File: config.mk
export PLATFORM = sky130hd
export DESIGN_NAME = mips_seq_shifter_flat
export DESIGN_NICKNAME = d
export VERILOG_FILES = /design/src/rtl/mips_seq_shifter_if.sv /design/src/rtl/mips_seq_shifter.sv /design/src/flat_wrapper.sv
export SDC_FILE = /design/constraint.sdc
export NUM_CORES = 1
export LEC_CHECK = 0
export CAP_MARGIN = 20
export CORE_UTILIZATION = 57
export CTS_CLUSTER_SIZE = 25
export DETAILED_ROUTE_END_ITERATION = 12
export GPL_ROUTABILITY_DRIVEN = 0
export GPL_TIMING_DRIVEN = 0
export PLACE_DENSITY = 0.93
export REMOVE_ABC_BUFFERS = 1
export SYNTH_ARGS = -nofsm -noshare
export SYNTH_HDL_FRONTEND = slang
export SYNTH_SLANG_ARGS = --single-unit
File: constraint.sdc
create_clock -name CLK -period 3.1 [get_ports CLK]
set_input_delay 0.93 -clock CLK [delete_from_list [all_inputs] [get_ports CLK]]
set_output_delay 0.93 -clock CLK [all_outputs]
set_load 0.01 [all_outputs]
File: src/rtl/mips_seq_shifter_if.sv
// Request/response bundle between the MIPS core and the sequential shift unit.
// The core drives the request side (master); the shifter answers (slave).
interface mips_seq_shifter_if #(
    parameter int unsigned WIDTH = 32,
    parameter int unsigned SHW   = 5
);
    logic             start;
    logic [1:0]       op;
    logic [WIDTH-1:0] data_in;
    logic [SHW-1:0]   shamt;
    logic             busy;
    logic             done;
    logic [WIDTH-1:0] result;
    logic             invalid_op;

    modport master (
        output start, op, data_in, shamt,
        input  busy, done, result, invalid_op
    );

    modport slave (
        input  start, op, data_in, shamt,
        output busy, done, result, invalid_op
    );
endinterface

File: src/rtl/mips_seq_shifter.sv
// Bit-serial SLL/SRL/SRA unit: one bit position per clock, result held until
// the next accepted request completes.
module mips_seq_shifter #(
    parameter int unsigned WIDTH = 32,
    parameter int unsigned SHW   = 5
) (
    input logic              CLK,
    input logic              reset,
    mips_seq_shifter_if.slave bus
);

    localparam logic [1:0] OpSll  = 2'b00;
    localparam logic [1:0] OpSrl  = 2'b01;
    localparam logic [1:0] OpSra  = 2'b10;
    localparam logic [1:0] OpRsvd = 2'b11;

    typedef enum logic [1:0] {
        StIdle,
        StShift,
        StDone
    } state_e;

    state_e           state_q, state_d;
    logic [WIDTH-1:0] acc_q, acc_d;
    logic [SHW-1:0]   cnt_q, cnt_d;
    logic [1:0]       op_q, op_d;
    logic [WIDTH-1:0] result_q, result_d;
    logic             invalid_q, invalid_d;
    logic [WIDTH-1:0] acc_shift;

    // One-position step of the latched operation.
    always_comb begin
        acc_shift = acc_q;
        case (op_q)
            OpSll:   acc_shift = {acc_q[WIDTH-2:0], 1'b0};
            OpSrl:   acc_shift = {1'b0, acc_q[WIDTH-1:1]};
            OpSra:   acc_shift = {acc_q[WIDTH-1], acc_q[WIDTH-1:1]};
            default: acc_shift = acc_q;
        endcase
    end

    always_comb begin
        state_d   = state_q;
        acc_d     = acc_q;
        cnt_d     = cnt_q;
        op_d      = op_q;
        result_d  = result_q;
        invalid_d = 1'b0;

        case (state_q)
            StIdle, StDone: begin
                state_d = StIdle;
                if (bus.start) begin
                    acc_d = bus.data_in;
                    cnt_d = bus.shamt;
                    op_d  = bus.op;
                    // Zero shifts and reserved encodings skip straight to DONE.
                    if (bus.shamt == '0 || bus.op == OpRsvd) begin
                        state_d   = StDone;
                        result_d  = bus.data_in;
                        invalid_d = (bus.op == OpRsvd);
                    end else begin
                        state_d = StShift;
                    end
                end
            end
            StShift: begin
                acc_d = acc_shift;
                cnt_d = cnt_q - SHW'(1);
                if (cnt_q == SHW'(1)) begin
                    state_d  = StDone;
                    result_d = acc_shift;
                end
            end
            default: state_d = StIdle;
        endcase
    end

    always_ff @(posedge CLK) begin
        if (reset) begin
            state_q   <= StIdle;
            acc_q     <= '0;
            cnt_q     <= '0;
            op_q      <= '0;
            result_q  <= '0;
            invalid_q <= 1'b0;
        end else begin
            state_q   <= state_d;
            acc_q     <= acc_d;
            cnt_q     <= cnt_d;
            op_q      <= op_d;
            result_q  <= result_d;
            invalid_q <= invalid_d;
        end
    end

    assign bus.busy       = (state_q == StShift);
    assign bus.done       = (state_q == StDone);
    assign bus.result     = result_q;
    assign bus.invalid_op = invalid_q;

endmodule

File: src/flat_wrapper.sv
// flat-port wrapper written by rule: the top's interface ports become plain ports
module mips_seq_shifter_flat 
#(
    parameter int unsigned WIDTH = 32,
    parameter int unsigned SHW   = 5
)
  (CLK, reset, bus_start, bus_op, bus_data_in, bus_shamt, bus_busy, bus_done, bus_result, bus_invalid_op);
  mips_seq_shifter_if #(.WIDTH(WIDTH), .SHW(SHW)) bus_i ();
  input logic CLK;
  input logic reset;
  input wire logic [$bits(bus_i.start)-1:0] bus_start;
  input wire logic [$bits(bus_i.op)-1:0] bus_op;
  input wire logic [$bits(bus_i.data_in)-1:0] bus_data_in;
  input wire logic [$bits(bus_i.shamt)-1:0] bus_shamt;
  output wire logic [$bits(bus_i.busy)-1:0] bus_busy;
  output wire logic [$bits(bus_i.done)-1:0] bus_done;
  output wire logic [$bits(bus_i.result)-1:0] bus_result;
  output wire logic [$bits(bus_i.invalid_op)-1:0] bus_invalid_op;
  assign bus_i.start = bus_start;
  assign bus_i.op = bus_op;
  assign bus_i.data_in = bus_data_in;
  assign bus_i.shamt = bus_shamt;
  assign bus_busy = bus_i.busy;
  assign bus_done = bus_i.done;
  assign bus_result = bus_i.result;
  assign bus_invalid_op = bus_i.invalid_op;
  mips_seq_shifter #(.WIDTH(WIDTH), .SHW(SHW)) u_core (.CLK(CLK), .reset(reset), .bus(bus_i));
endmodule
==> impl_metrics.py <==
metrics = {
    "sta": {
        "period_share": 0.995,
        "period_needed_ns": 3.08,
        "max_freq_ghz": 0.324,
        "finClkSkew_ns": 0.00282,
        "finalSetupViolations": 0,
        "max_slew_margin": 0.312,
        "tightest_slew_ns": 1.03,
        "drv_slew": 0,
        "finalHoldViolCount": 0,
        "fin_ws_ns": 0.0155,
    },
    "placed_design": {
        "port_buffers": 76,
        "pre_cts_ws_ns": -0.426,
        "hpwlAfterDp_microns": 7580,
    },
    "route": {
        "via_count": 4399,
        "antenna_left": 0,
        "drc": 0,
        "vias_per_cell": 6.65,
        "post_drt_wl_per_cell_microns": 18.9,
        "first_pass_iters": 5,
        "drt_wl_total_microns": 12500,
        "first_iter_violations": 423,
    },
    "global_routing": {
        "grt_pass1_vias": 4111,
        "antenna_found_initial": 0,
        "grt_max_degree": 85,
        "grt-ovfl-total": 0,
        "grt_pass1_wl_microns": 19300,
        "grt_util_all_layers": 0.318,
    },
    "cts": {
        "insertion_delay_ns": 0.35,
        "post_cts_buffers": 0,
        "cts_max_level": 3,
        "cts_tree": "built",
        "clock_path_buffers": 2,
        "cts_sinks": 74,
        "clk_pin_slew_ns": 0.07,
        "cts_buffers": 9,
        "cts_root_buffer": "clkbuf_8",
    },
    "worst_setup_path": {
        "path_class": "reg2out",
        "reg2reg_to": "u_core.bus.result[29]",
        "cpLargestDelayFamily": "buffers and inverters",
        "start_kind": "flip-flop",
        "crit_arrival_ns": 2.15,
        "cp-end-kind": "output pin",
        "path_buf_inv": 2,
        "r2r-start": "u_core.cnt_q[0]",
        "cpPeakStageDelay_ns": 0.58,
        "crit_fanout": 21,
        "slowest_stage": "clkdlybuf4s50_1",
        "worst-endpoint-required_ns": 2.17,
        "ff2ff_path_depth": 6,
        "reg2reg_slack_ns": 0.52,
        "crit_chain": "nand2b_4, clkinvlp_4, clkdlybuf4s50_1",
    },
    "yosys": {
        "synth_edf_count": 0,
        "netlist_instances": 516,
        "yosysUniqueCellTypes": 41,
        "synth_ff_type": "dfxtp_1",
        "yosys_warnings": 0,
        "synth_async_sr_flop_share": 0,
        "ys_seq_elements": 74,
        "syn_area_sq_um": 4270,
        "synth_area_per_cell_sq_um": 8.28,
        "synth_seq_area_share": 0.347,
    },
    "power": {
        "p_switching_mw": 0.774,
        "p_clk_frac": 0.255,
        "power.density_nw_per_um2": 453,
        "internal_power_mw": 1.61,
        "swShare": 0.325,
        "seq_power_share": 0.480,
        "max-vdd-ir-drop_uv": 224,
        "pwr-share-comb": 0.265,
        "finalPower_mw": 2.38,
        "leakage_nw": 1.81,
    },
    "final_layout": {
        "final_core_util": 0.725,
        "n_antenna_cell": 0,
        "mostFrequentLayoutCell": "nand2_1",
        "fin_nets": 605,
        "drive_gt1_frac": 0.0888,
        "final_cell_mix": "nand2_1, clkdlybuf4s50_1, dfxtp_1",
        "layout-area-overhead-vs-synth_pct": 23.1,
        "fillers": 500,
    },
    "floorplanning": {
        "placementRows": 31,
        "die_area_sq_um": 7840,
        "fp.coreArea_sq_um": 7250,
        "ios": 77,
        "start_util": 0.589,
        "die_y_microns": 88.6,
        "chipWidth_microns": 88.6,
    },
    "worst_hold_path": {
        "hold_start": "u_core.bus.result[9]",
        "hold_depth": 2,
        "worstHoldPathType": "reg2reg",
        "whs_endpoint": "u_core.bus.result[9]",
    },
    "status": {
        "outcome": "complete, no violations",
    },
    "flow_run": {
        "drv_cap": 0,
    },
}
==> stage by stage <==
| step | hold slack [ns] | TNS, ns | area, sq um | instances |
|---|---|---|---|---|
| 6_report | 0.464 | 0 | 5260 | 662 |
| 5_1_grt | 0.483 | -0.0292 | 5260 | 662 |
| 4_1_cts | 0.466 | 0 | 5240 | 661 |
| 3_5_place_dp | 0.457 | -4.55 | 5070 | 646 |
| 3_3_place_gp | 0.449 | -81.35 | 4900 | 640 |
| 2_1_floorplan | 0.435 | 0 | 4020 | 465 |
==> Yosys cell counts, types with 5 or more instances <==
cell / n / area (sq um)
dfxtp_1: 74 / 1480
nor2b_1: 12 / 75.1
buf_6: 5 / 56.3
mux2i_1: 40 / 400
inv_1: 7 / 26.3
o21ai_0: 22 / 110
a31oi_1: 20 / 125
nor2_1: 38 / 143
a311oi_1: 10 / 87.6
buf_2: 17 / 85.1
nand4b_2: 9 / 135
o221ai_1: 22 / 193
a22oi_1: 21 / 158
nand2_1: 78 / 293
o41ai_2: 9 / 146
clkbuf_1: 24 / 90.1
and2_1: 20 / 125
nand3_1: 22 / 110
a21oi_1: 32 / 160
buf_1: 5 / 18.8
==> state kept, by name, summed over array words and instances (netlist names) <==
register               count
u_core.acc_q              32
u_core.bus.result         32
u_core.cnt_q               5
u_core.op_q                2
u_core.state_q             2
u_core.bus.invalid_op      1
==> how the worst max path moves through the flow <==
| stage | from | end | cells past startpoint |
|---|---|---|---|
| after floorplan | u_core.op_q[0] | u_core.acc_q[0] | 4 |
| after global placement | bus_start | u_core.cnt_q[1] | 5 |
| after detailed placement | bus_start | u_core.bus.result[25] | 5 |
| after CTS | bus_start | u_core.bus.result[25] | 5 |
| after global routing | u_core.state_q[1] | bus_busy | 3 |
| final | u_core.state_q[1] | bus_busy | 3 |
==> logic make-up (layout without fill, tap and decap cells) <==
| logic type | Yosys count | after routing | share of synthesized area |
|---|---|---|---|
| compound gates | 148 | 148 | 0.254 |
| fa+ha+maj | 2 | 2 | 0.00586 |
| buf+inv | 58 | 104 | 0.0648 |
| flops | 74 | 74 | 0.347 |
| mux | 41 | 41 | 0.0964 |
| simple gates | 193 | 194 | 0.232 |
==> what timing repair did <==
item | 4_1_cts | 5_1_grt
hold buffers | 0 | 0
resized for setup | 3 | 2
cloned | 2 | 0
endpoints found under the setup margin | 11 | 6
==> power groups by stage <==
stage,clock (mW),sequential (mW),combinational (mW)
after floorplan,0,1.15,0.342
after global placement,0,1.15,0.549
after detailed placement,0,1.15,0.603
after CTS,0.607,1.13,0.618
after global routing,0.655,1.15,0.680
final,0.608,1.14,0.632
==> area by class of cell <==
| class | instances | area (sq um) | area share |
|---|---|---|---|
| timing repair buffer | 83 | 907 | 0.173 |
| sequential | 74 | 1480 | 0.282 |
| inverter | 7 | 30.0 | 0.00571 |
| timing repair inverter | 1 | 5.00 | 0.000952 |
| clock buffer | 12 | 135 | 0.0257 |
| tap | 99 | 124 | 0.0236 |
| clock inverter | 1 | 5.00 | 0.000952 |
| multi-input combinational | 385 | 2560 | 0.488 |
==> metal layers <==
layer / share of wire / GRT usage / wire, microns
met1: 0.40 / 0.387 / 4970
met2: 0.49 / 0.550 / 6070
met3: 0.079 / 0.0420 / 984
met4: 0.038 / 0.163 / 472
met5: 0 / 0 / 0
==> worst min-delay path, delay by kind of cell (launching register included) <==
kind,cells,cell delay (ns)
AO/OA/AOI/OAI,1,0.05
AND/OR/NAND/NOR,1,0.06
flip-flops,1,0.31
No activity file was read; power rests on OpenSTA's default activity.
